`config.mk`:
```
export PLATFORM = sky130hd
export DESIGN_NAME = byte_avg_sequencer
export DESIGN_NICKNAME = d
export VERILOG_FILES = /design/src/rtl/byte_avg_sequencer.sv
export SDC_FILE = /design/constraint.sdc
export NUM_CORES = 1
export LEC_CHECK = 0
export BUFFER_PORTS_ARGS = -buffer_cell sky130_fd_sc_hd__buf_4
export CORE_ASPECT_RATIO = 1.2
export CORE_MARGIN = 3
export CORE_UTILIZATION = 57
export DETAILED_ROUTE_END_ITERATION = 12
export HOLD_SLACK_MARGIN = 0.1
export PLACE_DENSITY = 0.86
export SYNTH_ARGS = -nofsm -noshare
export SYNTH_HDL_FRONTEND = slang
export SYNTH_SLANG_ARGS = --single-unit
export TNS_END_PERCENT = 100
```
`constraint.sdc`:
```
create_clock -name clk -period 4.9 [get_ports clk]
set_clock_uncertainty 0.2 [all_clocks]
set_input_delay 0.245 -clock clk [delete_from_list [all_inputs] [get_ports clk]]
set_output_delay 0.245 -clock clk [all_outputs]
set_load 0.01 [all_outputs]
```
`src/rtl/byte_avg_sequencer.sv`:
```
// Byte averaging sequencer: captures a word, streams its bytes LSB-first under
// a valid/ready handshake, accumulates their sum and reports the truncated average.
module byte_avg_sequencer #(
  parameter int NBYTES = 8,
  parameter int BW     = 8
) (
  input  logic                           clk,
  input  logic                           rst,
  input  logic                           start,
  input  logic                           abort,
  input  logic [NBYTES*BW-1:0]           data_stream,
  input  logic                           byte_ready,
  output logic                           byte_valid,
  output logic [BW-1:0]                  q,
  output logic [7:0]                     count,
  output logic                           busy,
  output logic [BW+$clog2(NBYTES)-1:0]   sum,
  output logic [BW-1:0]                  avg,
  output logic                           done
);

  localparam int LG = $clog2(NBYTES);
  localparam int SW = BW + LG;

  typedef enum logic [1:0] {
    S_IDLE,
    S_SHIFT,
    S_DONE
  } state_t;

  state_t                r_state;
  state_t                w_state_next;
  logic [NBYTES*BW-1:0]  r_data;
  logic [7:0]            r_count;
  logic [SW-1:0]         r_sum;
  logic [BW-1:0]         r_avg;

  logic [BW-1:0]         w_bytes [NBYTES];
  logic [BW-1:0]         w_byte;
  logic                  w_xfer;
  logic                  w_last;
  logic [SW-1:0]         w_sum_add;

  genvar gi;
  generate
    for (gi = 0; gi < NBYTES; gi++) begin : g_byte
      assign w_bytes[gi] = r_data[gi*BW +: BW];
    end
  endgenerate

  assign w_byte    = w_bytes[r_count[LG-1:0]];
  // abort beats a coincident handshake, so the byte is never counted
  assign w_xfer    = (r_state == S_SHIFT) && byte_ready && !abort;
  assign w_last    = (r_count == 8'(NBYTES - 1));
  assign w_sum_add = r_sum + SW'(w_byte);

  always_ff @(posedge clk) begin
    if (rst) begin
      r_state <= S_IDLE;
    end else begin
      r_state <= w_state_next;
    end
  end

  always_comb begin
    w_state_next = r_state;
    case (r_state)
      S_IDLE: begin
        if (start) w_state_next = S_SHIFT;
      end
      S_SHIFT: begin
        if (abort) begin
          w_state_next = S_IDLE;
        end else if (w_xfer && w_last) begin
          w_state_next = S_DONE;
        end
      end
      S_DONE: begin
        w_state_next = S_IDLE;
      end
      default: begin
        w_state_next = S_IDLE;
      end
    endcase
  end

  always_ff @(posedge clk) begin
    if (rst) begin
      r_data  <= '0;
      r_count <= '0;
      r_sum   <= '0;
      r_avg   <= '0;
    end else if (r_state == S_IDLE && start) begin
      r_data  <= data_stream;
      r_count <= '0;
      r_sum   <= '0;
    end else if (w_xfer) begin
      r_sum   <= w_sum_add;
      r_count <= r_count + 8'd1;
      if (w_last) r_avg <= w_sum_add[SW-1:LG];
    end
  end

  // Outputs decode from state and count only; byte_ready never reaches byte_valid.
  assign byte_valid = (r_state == S_SHIFT);
  assign q          = byte_valid ? w_byte : '0;
  assign busy       = (r_state != S_IDLE);
  assign done       = (r_state == S_DONE);
  assign count      = r_count;
  assign sum        = r_sum;
  assign avg        = r_avg;

endmodule

```
-- After elaboration in Yosys (flattened, before gate mapping)
Cells that the tools add are included.
- bits in registers: 93
- bits in latches: 0
- RAM bits: 0
- bits in read-only memories: 0
- input bits: 69
- output and inout bits: 38
- logic and storage cells: 33
- memories kept: 0
- add/sub/neg operators: 2
- multipliers: 0
- div/mod/pow operators: 0
- $lt $le $gt $ge: 1
- eq/ne operators: 5
- shift operators: 0
- multiplexer cells: 8
- bitwise gates (word level): 2
- reduce and logical (&&, ||, !) cells: 10
- operator list (kind ; count):
    8-bit binary-select mux with 3-bit select ; 1
    8-bit 2-to-1 mux ; 3
    11-bit by 8-bit adder with 11-bit output ; 1
    8-bit by 1-bit adder with 8-bit output (second input constant) ; 1
    8-bit by 3-bit == test with 1-bit output (second input constant) ; 1
    2-bit 2-to-1 mux ; 3
    4-bit greater-or-equal comparator (second input constant) ; 1
    1-bit logical AND ; 4
    3-bit NOT with 4-bit output ; 1
    2-bit case mux with 2 select lines ; 1
    3-bit by 2-bit != test with 1-bit output (second input constant) ; 1
    3-bit AND reduction ; 1
    2-bit by 1-bit == test with 1-bit output (second input constant) ; 1
    2-bit == test (second input constant) ; 1
    2-bit logical NOT ; 1
    2-bit != test (second input constant) ; 1
    2-bit AND reduction ; 1
    2-bit nonzero test ; 1
    2-bit OR reduction ; 1
    1-bit logical NOT ; 1
    1-bit NOT ; 1

-- Depth between registers and ports, before layout
- depth in word-level cells: 7
- mapped depth: 11
- mapped depth without buffers: 10

-- Worst setup path after synthesis
No wires, ideal clock.
- path type: flip-flop to flip-flop
- start: reg r_count[0], in the netlist count[0]
- end: reg r_avg[4], in the netlist avg[4]
- library setup time: 0.062 ns
- arrival: 3.055 ns
- data required time: 4.638 ns
- setup slack: 1.582 ns
- cell stages (with the launch flop): 11
- buffers on the path: 2
- path through: dfxtp_1 > buf_2 > buf_6 > mux4_2 > mux2_2 > ha_1 > nand2_1 > o31ai_2 > a31oi_1 > or4_1 > nand3_1
- cells in the longest elaborated chain, start to end: 5
- ends and longest elaborated chain (item ; line ; RTL):
    start, declared ; 34 ; logic [7:0] r_count;
    start signal, assigned ; 99 ; r_count <= r_count + 8'd1;
    3-bit NOT with 4-bit output (not written as such) ; 51 ; assign w_byte = w_bytes[r_count[LG-1:0]];
    8-bit binary-select mux with 3-bit select ; 51 ;
    8-bit 2-to-1 mux (not written as such) (2 in series) ; 51 ;
    11-bit by 8-bit adder with 11-bit output ; 55 ; assign w_sum_add = r_sum + SW'(w_byte);
    end signal, assigned ; 100 ; if (w_last) r_avg <= w_sum_add[SW-1:LG];
    end, declared ; 36 ; logic [BW-1:0] r_avg;
Parallel ways exist; a longest one is shown, timed or not. The select of a mux whose other input is x is not followed.
A chain may end at the register's enable or synchronous reset.

-- Worst setup path after layout
- start: reg r_count[1], in the netlist count[1]
- end: reg r_avg[6], in the netlist avg[6]
The elaborated chain is that of the path after synthesis.

==> impl_results.md <==
- DRT Wirelength: 12900 µm
- Pwr dens: 265 nW/µm²
- Final core utilization: 83.5%
- Non-filler cells, final: 743
- ANT nets after route: 0
- TritonCTS clock tree: done
- Area contributors post-synth: dfxtp_1 44%, nand2_1 14%, a21oi_1 9.6%
- Starting Density: 60.0%
- Worst IR Drop VDD: 249 µV
- Die area: 8470 µm²
- Synth Area per Inst: 8.44 µm²
- Largest net degree at the start of global routing: 82
- Detail Placement HPWL: 7680 µm
- Mapped Cells: 499
- Nets: 730
- Worst Setup End Kind: flop
- MaxCap Viol Count: 0
- Synth Net Count: 578
- Worst Tran Pin Value: 1.11 ns
- Synth-to-layout area growth: 39.1%
- Vias in the first global route: 4279
- DR vias/cell: 5.79
- Crit share post-route: 76.5%
- Sequential fraction of the synthesis area: 44.2%
- Fmax achieved: 267 MHz
- DRC marker count from the first detailed-route iteration: 252
- Distinct cells, synth: 45
- HP Class: in2reg
- Worst setup SP type: flop
- Initial antenna violation count: 0
- Fin Setup TNS: 0 ns
- Yosys top cell area share: 44.2%
- Leakage: 2.44 nW
- Global placement routability congestion: 0.889
- DRC: 0
- Total power: 1.55 mW
- Critical Path Start: count[1]
- Slew HR: 25.9%
- Critical path class: reg2reg
- H-tree levels: 3
- Setup ws final: 1.15 ns
- Clock buffer depth: 2
- Number of buffers added for setup after CTS: 0
- Worst-skew pair later-pin latency: 0.37 ns
- Min-delay src: rst
- Clock Sinks: 93
- Synth warn: 0
- Seq cells post-synth: 93
- Cts repair resizes: 0
- Overflow after GRT: 0
- Antenna cell count: 0
- Arrival time at the worst endpoint: 3.86 ns
- Hold Vio Cnt, Final: 0
- Status: complete, no violations
- Drt pass-1 iters: 5
- CTS buffer count: 9
- Mapped Area: 4210 µm²
- Worst-path fanout max: 20
- R2r startpoint: count[1]
- Place WS: 1.34 ns
- Clock-pin slew on the worst setup and hold paths: 0.09 ns
- Layout cells sized above 1: 23.8%
- Inst Count DP: 662
- RSZ-0062 raised after global routing: no
- WL per Instance: 17.3 µm
- Leading area contributor after synthesis: dfxtp_1
- Layout fillers: 373
- Die H: 100 µm
- IO Port Bufs: 106
- CP required: 5.01 ns
- Tmin final: 3.75 ns
- Slew Limit Fails: 0
- First-pass GRT wire length: 20500 µm
- Routed vias: 4302
- Number of cell rows: 33
- GRT Overall Usage: 30.8%
- Hold_buf cts: 65
- Root Buffer: clkbuf_8
- Core Region: 7020 µm²
- Final Setup Violations: 0
- IO Pins: 107
- Die span in x: 84.5 µm
==> placed cells by master, fill, tap and decap left out, types with 2 or more instances in the layout <==
master | Yosys | final
nand2_1 | 158 | 157
buf_4 | 1 | 109
dfxtp_1 | 93 | 93
a21oi_1 | 81 | 81
dlygate4sd3_1 | 0 | 65
nor2_1 | 23 | 23
mux4_2 | 16 | 16
xor2_1 | 11 | 11
ha_1 | 9 | 9
clkbuf_8 | 0 | 9
mux2_2 | 7 | 7
and2_1 | 7 | 7
nand3_1 | 7 | 7
inv_1 | 5 | 5
a211oi_1 | 5 | 5
o21ai_0 | 4 | 4
nand2b_1 | 3 | 3
nand3b_1 | 3 | 3
nor3_1 | 3 | 3
clkinvlp_4 | 0 | 3
nor2b_1 | 2 | 2
and3_1 | 2 | 2
xnor2_1 | 2 | 2
a21o_1 | 2 | 2
or3_1 | 2 | 2
o31ai_1 | 2 | 2
==> kinds of logic after synthesis <==
family,after synthesis,share of synthesized area (%)
DFF,93,44.2
and+or+nand+nor,222,22.7
adders and majority gates,10,3.15
xor gates and xnor gates,13,2.70
muxes,24,10.7
buffers and inverters,38,3.80
AOI/OAI and AO/OA,99,12.8
==> through the flow <==
step                cell area (µm²)  hold slack, ns
global route                   5860           0.275
global placement               5010           0.240
CTS                            5860           0.244
detailed placement             5010           0.247
finish                         5860           0.244
floorplan                      4210           0.181
==> path summary, 6_finish.rpt <==
| path | depth (start not counted) | slack, ns | end |
|---|---|---|---|
| worst max register to register | 9 | 1.15 | avg[6] |
| worst min-delay path | 2 | 0.24 | r_state[1] |
| worst max-delay path | 9 | 1.15 | avg[6] |
| worst min register to register | 2 | 0.26 | r_data[63] |
==> sequential cells by signal, indices dropped and copies added, names as in the netlist <==
register,cells
count,8
sum,11
r_data,64
r_state,2
avg,8
==> layer usage <==
metal | up-vias | track usage, % | routed length, µm
li1 | 1991 | - | -
met1 | 1992 | 33.2 | 4530
met2 | 250 | 55.5 | 6710
met3 | 69 | 7.39 | 995
met4 | 0 | 16.2 | 635
met5 | - | 0 | 0
==> power by group <==
part / internal, mW / switching, mW
sequential: 0.788 / 0.0203
combinational: 0.116 / 0.107
clock: 0.237 / 0.284
==> worst max-delay path, stage by stage (launching register included) <==
cell	delay, ns
dfxtp_1	0.89
mux4_2	0.41
mux2i_1	0.42
inv_1	0.10
ha_1	0.32
a211oi_1	0.47
o31ai_2	0.16
a22o_1	0.26
nor4b_1	0.31
a211o_1	0.16
==> cell usage after synthesis, drive strengths merged <==
library cell	instances
a211oi	5
nand2b	3
nor2b	2
buf	10
nor3	3
inv	5
nand4b	1
or4	1
nor2	23
and2	7
nand2	158
a21o	2
mux2i	1
nor4b	1
mux4	16
or3	2
a22o	1
nor3b	2
ha	9
clkbuf	23
nand4	1
or2	1
a211o	1
nand3	8
and4	1
o21ai	4
mux2	7
o31ai	3
a21oi	81
xor2	11
a31oi	1
xnor2	2
nand3b	3
nor4bb	1
nor4	1
dfxtp	93
fa	1
and3	3
a31o	1
==> final cells by class <==
type	instances	area (µm²)	area share, %
clock buffers	9	124	2.11
clock inverters	7	75.1	1.28
inverters	5	18.8	0.320
multi-input cells	368	2210	37.6
flip-flops and latches	93	1860	31.8
well taps	87	109	1.86
repair buffers	174	1470	25.1
(Power assumes the default switching activity.)
